==> src/rtl/audio_frame_sequencer.sv <==
// Per-sample sequencer between the codec FIFO handshake and a multi-cycle
// effect chain (start/done), with FX timeout, output drop and statistics.
//
// Ports:
//   CLOCK_50, RESET_N            clock, async active-low reset
//   bypass                       skip effect chain for this frame
//   audio_in_available/L/R       codec input frame
//   read_audio_in                one-cycle input acknowledge
//   audio_out_allowed            codec can accept a frame
//   write_audio_out/L/R          one-cycle write strobe, held output frame
//   fx_start, fx_in_L/R          effect launch pulse and captured frame
//   fx_done, fx_out_L/R          effect result handshake
//   busy                         sequencer not idle
//   timeout_count, drop_count    saturating statistics
module audio_frame_sequencer #(
  parameter int DATA_W      = 32,
  parameter int FX_TIMEOUT  = 1000,
  parameter int OUT_TIMEOUT = 2048,
  parameter int CNT_W       = 16
) (
  input  logic              CLOCK_50,
  input  logic              RESET_N,
  input  logic              bypass,
  input  logic              audio_in_available,
  input  logic              audio_out_allowed,
  input  logic [DATA_W-1:0] audio_in_L,
  input  logic [DATA_W-1:0] audio_in_R,
  output logic              read_audio_in,
  output logic              write_audio_out,
  output logic [DATA_W-1:0] audio_out_L,
  output logic [DATA_W-1:0] audio_out_R,
  output logic              fx_start,
  output logic [DATA_W-1:0] fx_in_L,
  output logic [DATA_W-1:0] fx_in_R,
  input  logic              fx_done,
  input  logic [DATA_W-1:0] fx_out_L,
  input  logic [DATA_W-1:0] fx_out_R,
  output logic              busy,
  output logic [CNT_W-1:0]  timeout_count,
  output logic [CNT_W-1:0]  drop_count
);

  localparam int TMAX =
    (FX_TIMEOUT > OUT_TIMEOUT) ? FX_TIMEOUT : OUT_TIMEOUT;
  localparam int TW = $clog2(TMAX + 1);

  localparam logic [TW-1:0] FX_LAST  = TW'(FX_TIMEOUT - 1);
  localparam logic [TW-1:0] OUT_LAST = TW'(OUT_TIMEOUT - 1);

  typedef enum logic [1:0] {
    S_IDLE,
    S_PROC,
    S_OUT
  } state_t;

  state_t            state_q, state_d;
  logic [TW-1:0]     timer_q, timer_d;
  logic [DATA_W-1:0] dry_l_q, dry_l_d;
  logic [DATA_W-1:0] dry_r_q, dry_r_d;
  logic [DATA_W-1:0] res_l_q, res_l_d;
  logic [DATA_W-1:0] res_r_q, res_r_d;
  logic [DATA_W-1:0] out_l_q, out_l_d;
  logic [DATA_W-1:0] out_r_q, out_r_d;
  logic              rd_q, rd_d;
  logic              wr_q, wr_d;
  logic              start_q, start_d;
  logic              busy_q, busy_d;
  logic [CNT_W-1:0]  tmo_q, tmo_d;
  logic [CNT_W-1:0]  drop_q, drop_d;

  always_comb begin
    state_d = state_q;
    timer_d = timer_q;
    dry_l_d = dry_l_q;
    dry_r_d = dry_r_q;
    res_l_d = res_l_q;
    res_r_d = res_r_q;
    out_l_d = out_l_q;
    out_r_d = out_r_q;
    rd_d    = 1'b0;
    wr_d    = 1'b0;
    start_d = 1'b0;
    tmo_d   = tmo_q;
    drop_d  = drop_q;

    unique case (state_q)
      S_IDLE: begin
        if (audio_in_available) begin
          dry_l_d = audio_in_L;
          dry_r_d = audio_in_R;
          rd_d    = 1'b1;
          timer_d = '0;
          if (bypass) begin
            res_l_d = audio_in_L;
            res_r_d = audio_in_R;
            state_d = S_OUT;
          end else begin
            start_d = 1'b1;
            state_d = S_PROC;
          end
        end
      end
      S_PROC: begin
        // done has priority over a coinciding timeout
        if (fx_done) begin
          res_l_d = fx_out_L;
          res_r_d = fx_out_R;
          timer_d = '0;
          state_d = S_OUT;
        end else if (timer_q == FX_LAST) begin
          res_l_d = dry_l_q;
          res_r_d = dry_r_q;
          if (!(&tmo_q)) tmo_d = tmo_q + CNT_W'(1);
          timer_d = '0;
          state_d = S_OUT;
        end else begin
          timer_d = timer_q + TW'(1);
        end
      end
      S_OUT: begin
        if (audio_out_allowed) begin
          out_l_d = res_l_q;
          out_r_d = res_r_q;
          wr_d    = 1'b1;
          state_d = S_IDLE;
        end else if (timer_q == OUT_LAST) begin
          if (!(&drop_q)) drop_d = drop_q + CNT_W'(1);
          state_d = S_IDLE;
        end else begin
          timer_d = timer_q + TW'(1);
        end
      end
      default: begin
        state_d = S_IDLE;
      end
    endcase

    busy_d = (state_d != S_IDLE);
  end

  always_ff @(posedge CLOCK_50 or negedge RESET_N) begin
    if (!RESET_N) begin
      state_q <= S_IDLE;
      timer_q <= '0;
      dry_l_q <= '0;
      dry_r_q <= '0;
      res_l_q <= '0;
      res_r_q <= '0;
      out_l_q <= '0;
      out_r_q <= '0;
      rd_q    <= 1'b0;
      wr_q    <= 1'b0;
      start_q <= 1'b0;
      busy_q  <= 1'b0;
      tmo_q   <= '0;
      drop_q  <= '0;
    end else begin
      state_q <= state_d;
      timer_q <= timer_d;
      dry_l_q <= dry_l_d;
      dry_r_q <= dry_r_d;
      res_l_q <= res_l_d;
      res_r_q <= res_r_d;
      out_l_q <= out_l_d;
      out_r_q <= out_r_d;
      rd_q    <= rd_d;
      wr_q    <= wr_d;
      start_q <= start_d;
      busy_q  <= busy_d;
      tmo_q   <= tmo_d;
      drop_q  <= drop_d;
    end
  end

  // the dry copy doubles as the frame presented to the effect chain
  assign fx_in_L         = dry_l_q;
  assign fx_in_R         = dry_r_q;
  assign read_audio_in   = rd_q;
  assign write_audio_out = wr_q;
  assign fx_start        = start_q;
  assign audio_out_L     = out_l_q;
  assign audio_out_R     = out_r_q;
  assign busy            = busy_q;
  assign timeout_count   = tmo_q;
  assign drop_count      = drop_q;

endmodule

==> config.mk <==
export PLATFORM = sky130hd
export DESIGN_NAME = audio_frame_sequencer
export DESIGN_NICKNAME = d
export VERILOG_FILES = /design/src/rtl/audio_frame_sequencer.sv
export SDC_FILE = /design/constraint.sdc
export NUM_CORES = 1
export LEC_CHECK = 0
export BUFFER_PORTS_ARGS = -buffer_cell sky130_fd_sc_hd__buf_4
export CELL_PAD_IN_SITES_DETAIL_PLACEMENT = 0
export CELL_PAD_IN_SITES_GLOBAL_PLACEMENT = 1
export CORE_MARGIN = 1.5
export CORE_UTILIZATION = 42
export DETAILED_ROUTE_END_ITERATION = 6
export GPL_ROUTABILITY_DRIVEN = 0
export GPL_TIMING_DRIVEN = 0
export PLACE_DENSITY_LB_ADDON = 0.3
export SLEW_MARGIN = 20
export SYNTH_ARGS = -nofsm -noshare
export SYNTH_HDL_FRONTEND = slang
export SYNTH_SLANG_ARGS = --single-unit
==> constraint.sdc <==
create_clock -name CLOCK_50 -period 2.24 [get_ports CLOCK_50]
set_input_delay 0 -clock CLOCK_50 [delete_from_list [all_inputs] [get_ports CLOCK_50]]
set_output_delay 0 -clock CLOCK_50 [all_outputs]
set_load 0.02 [all_outputs]
======== Word level (Yosys, flattened, before mapping) ========
Index checks and enable logic that the tools add are counted.
cells by class
  $add $sub $neg .......................... 3
  eq/ne operators ......................... 9
  multiplexer cells ....................... 30
  bitwise gates (word level) .............. 4
  reductions and logical operators ........ 12
operator list
  operator               count
  $mux 32                8
  $pmux 32 s2            2
  $mux 12                5
  $pmux 12 s3            1
  $add 16x1->16 const B  2
  $reduce_and 16->1      2
  $reduce_and 4->1       4
  $add 12x1->12 const B  1
  $eq 12x10->1 const B   1
  $eq 12x11->1 const B   1
  $mux 2                 6
  $ne 2x2->1 const B     4
  $mux 1                 7
  $pmux 2 s3             1
  $not 1->1              4
  $reduce_and 2->1       2
  $reduce_bool 2->1      2
  $ne 3x3->1 const B     1
  $reduce_bool 3->1      1
  $eq 2x1->1 const B     1
  $eq 2x2->1 const B     1
  $logic_not 2->1        1
storage, ports and cells
  register bits after elaboration ......... 242
  input bits .............................. 134
  output and inout port bits .............. 164
  logic and storage cells ................. 72

======== Depth between registers and ports, before layout ========
  word-level depth ........................ 5
  mapped depth ............................ 9
  gate-level depth less buffers ........... 8

======== Worst setup path before layout ========
Ideal clock, no wire load.
  path type ............................... reg2reg
  from .................................... register timer_q[0]
  to ...................................... register res_l_q[30]
  setup time .............................. 125 ps
  arrival time ............................ 1,886 ps
  data required time ...................... 2,115 ps
  path slack .............................. 229 ps
  stages on the path, launching flop included .. 9
  buffers on the path ..................... 2
  cells stage by stage .................... dfrtp_1 -> ha_1 -> and4_1 -> buf_2 -> a31oi_1 -> nand2_1 -> o211ai_4 -> buf_6 -> mux2_2
on the way
  cells in the longest elaborated chain, start to end .. 3
RTL lines
  what                        line  source
  from (decl)                 57    logic [TW-1:0] timer_q, timer_d;
  from (signal assigned)      159   timer_q <= timer_d;
  $eq 12x10->1                110   end else if (timer_q == FX_LAST) begin
  $ne 3x3->1 (no line)        -
  $reduce_and 4->1 (no line)  -
  to (signal assigned)        162   res_l_q <= res_l_d;
  to (decl)                   60    logic [DATA_W-1:0] res_l_q, res_l_d;
No other way between the ends.
A chain may end at the register's enable or synchronous reset.

======== Worst setup path after layout ========
  from .................................... input port fx_done
  to ...................................... register res_r_q[25]
on the way
  cells in the longest elaborated chain, start to end .. 2
  elaborated cells on any way between the ends .. 4
RTL lines
  what                                                              line  source
  from (decl)                                                       35    input logic fx_done,
  $ne 3x3->1 (no line) / $mux 32 (equally long branches)            -
  $reduce_and 4->1 (no line) / $pmux 32 s2 (equally long branches)  -
  to (signal assigned)                                              163   res_r_q <= res_r_d;
  to (decl)                                                         61    logic [DATA_W-1:0] res_r_q, res_r_d;
Several ways; a longest one is shown, not always the timed one.

==> results.yml <==
global_route:
  grt_pass1_vias: 8804
  grt_pass1_wl_mm: 47.0
  antenna_found_initial: 2
  use_met1_pct: 28.2
  grt_start_max_net_pins: 92
  grt_util_met3_pct: 5.47
  busiest_layer: "met2"
  globalRoute.totalOverflow: 0
  track_usage_pct: 22.1
  grt_use_met2_pct: 36.6
detailed_routing:
  wire_per_inst_um: 18.0
  vias_per_cell: 5.01
  drt_pass1_iterations: 4
  vias: 8474
  drt_iter0_drc: 346
  drt_wl_total_mm: 30.5
  drc: 0
  ant_nets: 0
floorplanning:
  dieWidth_um: 165
  initial_core_util_pct: 42.6
  die_area_um2: 27300
  coreArea_um2: 25900
  die_h_um: 165
  placementRows: 59
  io_pins: 298
synth:
  ys.flop_type: "dfrtp_1"
  synthesis.area_um2: 11000
  synth-seq-cells: 242
  yosysWarnings: 0
  seq_area_frac_synth_pct: 54.9
  syn_area_per_cell_um2: 12.6
  synth_fp_nets: 1016
  ys_types: 55
  synth_edf_count: 0
  synth-async-reset-ratio_pct: 100
  syn_inst: 875
setup_path:
  arrival_ns: 2.55
  worstPathRequired_ns: 2.65
  start_kind: "input port"
  crit_type: "in -> reg"
  crit_path_end_kind: "register"
  crit_fanout: 10
timing:
  hold_violations: 0
  slew-limit-headroom_pct: 48.5
  hold-worst-slack_ns: 0.00441
  fin_crit_ns: 2.14
  rsz0062_at_grt: "no"
  skew_ns: 0.00898
  slew_viol_final: 0
  worst_slew_pin_slew_ns: 0.773
  fmax_mhz: 467
  setup_viol: 0
  period_share_pct: 95.5
clocking:
  clock_latency_ns: 0.53
  cts_made_buffers: 28
  cts_sinks: 242
  clockRootBuffer: "clkbuf_16"
  clockBufferDepth: 3
  htreeDepth: 1
  cts_tree: "yes"
  path_clk_slew_ns: 0.06
pwr:
  p_leak_nw: 7.59
  ir_worst_vdd_v: 0.000768
  p_per_area_nw_per_um2: 1260
finish:
  fin_util_pct: 62.1
  layout-drive-gt1-share_pct: 43.9
  layout_commonest_cell: "buf_4"
  layout_common_cells: "302 x buf_4, 242 x dfrtp_1, 191 x mux2_2"
  nets: 1479
  syn_to_final_growth_pct: 45.7
placement:
  io_buffers: 297
  dp_hpwl_mm: 21.1
hold_path:
  holdCritPathClass: "in -> reg"
run_status:
  status: "complete, no violations"
flow_run:
  maxCapViolations: 0
## final timing paths
| check | start | end | slack [ns] | depth (start not counted) |
|---|---|---|---|---|
| max reg2reg | timer_q[0]$_DFFE_PN0P_ | res_r_q[16]$_DFFE_PN0P_ | 0.10 | 9 |
| min | fx_out_L[11] | res_l_q[11]$_DFFE_PN0P_ | 0.004 | 4 |
| max in group asynchronous | RESET_N | drop_count[11]$_DFFE_PN0P_ | 1.34 | 3 |
| min in group asynchronous | RESET_N | fx_in_L[3]$_DFFE_PN0P_ | 0.03 | 2 |
| max | fx_done | res_r_q[25]$_DFFE_PN0P_ | 0.10 | 7 |
| min reg2reg | res_r_q[6]$_DFFE_PN0P_ | res_r_q[6]$_DFFE_PN0P_ | 0.49 | 1 |
## cell families (layout without fill, tap and decap cells)
| kind of cell | count (synthesis) | count (layout) | share of synthesized area (%) |
|---|---|---|---|
| muxes | 260 | 260 | 25.8 |
| DFF | 242 | 242 | 54.9 |
| and+or+nand+nor | 177 | 177 | 7.74 |
| AOI/OAI and AO/OA | 102 | 102 | 5.92 |
| buffers and inverters | 60 | 539 | 2.74 |
| xor gates and xnor gates | 27 | 27 | 2.14 |
| adders and majority gates | 7 | 7 | 0.793 |
| other | 0 | 1 | 0 |
## routing by layer
metal | routed length [um] | vias to the layer above
li1 | - | 4023
met1 | 12700 | 4135
met2 | 14400 | 256
met3 | 2350 | 60
met4 | 960 | 0
met5 | 0 | -
## power breakdown
group	switching (mW)	internal, mW
clock	1.72	2.59
sequential	1.04	6.24
combinational	4.33	4.39
total	7.10	13.2
## metrics by stage
stage | power, mW | cell area, um^2 | TNS [ns] | std cells | worst slack [ns]
after detailed placement | 15.8 | 13700 | -51.72 | 1509 | -0.627
final | 20.3 | 16100 | 0 | 1690 | 0.100
after floorplan | 12.2 | 11000 | 0 | 875 | 0.229
after global routing | 21.5 | 16100 | 0 | 1690 | 0.000524
after CTS | 20.5 | 16000 | 0 | 1689 | 0.00401
after global placement | 15.5 | 13700 | -249.74 | 1507 | -0.846
## layout make-up
type                    count  area, um^2
diodes                      1        2.50
plain buffers              45         297
clock buffers              42         855
clock inverters             4        20.0
fillers                  2089        9820
inverters                  14        55.1
multi-input cells         573        4720
flip-flops and latches    242        6060
well taps                 335         419
repair buffers            434        3660
## sequential cells by signal, indices dropped and copies added (netlist names), 2 cells and up
signal	count
audio_out_L	32
audio_out_R	32
fx_in_L	32
fx_in_R	32
res_l_q	32
res_r_q	32
drop_count	16
timeout_count	16
timer_q	12
state_q	2
## timing repair
action / 4_1_cts / 5_1_grt
endpoints found under the hold margin: 375 / 0
hold buffers: 132 / 0
setup buffers: 3 / 0
pin swaps: 1 / 2
resized for setup: 27 / 13
setup endpoints to repair: 136 / 134
## Yosys cell counts (all sizes together), types with 3 or more instances
library cell	number	area (um^2)
dfrtp	242	6060
mux2	196	2210
nor2	87	329
a21oi	69	345
mux2i	64	641
buf	30	190
nand2	22	82.6
xor2	20	175
clkbuf	16	60.1
inv	14	52.6
nand3	12	60.1
nor3	12	70.1
nand4	11	68.8
a22o	7	61.3
ha	7	87.6
xnor2	7	61.3
and3	6	42.5
o21ai	6	30.0
a21o	5	37.5
nand2b	5	31.3
nor2b	5	31.3
or2	4	25.0
nor4	3	18.8
## critical path, cell delays in order
cell and delay, ns:
dlygate4sd3_1 0.54, buf_4 0.14, clkdlybuf4s15_1 0.70, buf_2 0.44
mux2i_1 0.33, a21oi_1 0.12, mux2_2 0.27
(Power assumes the default switching activity.)
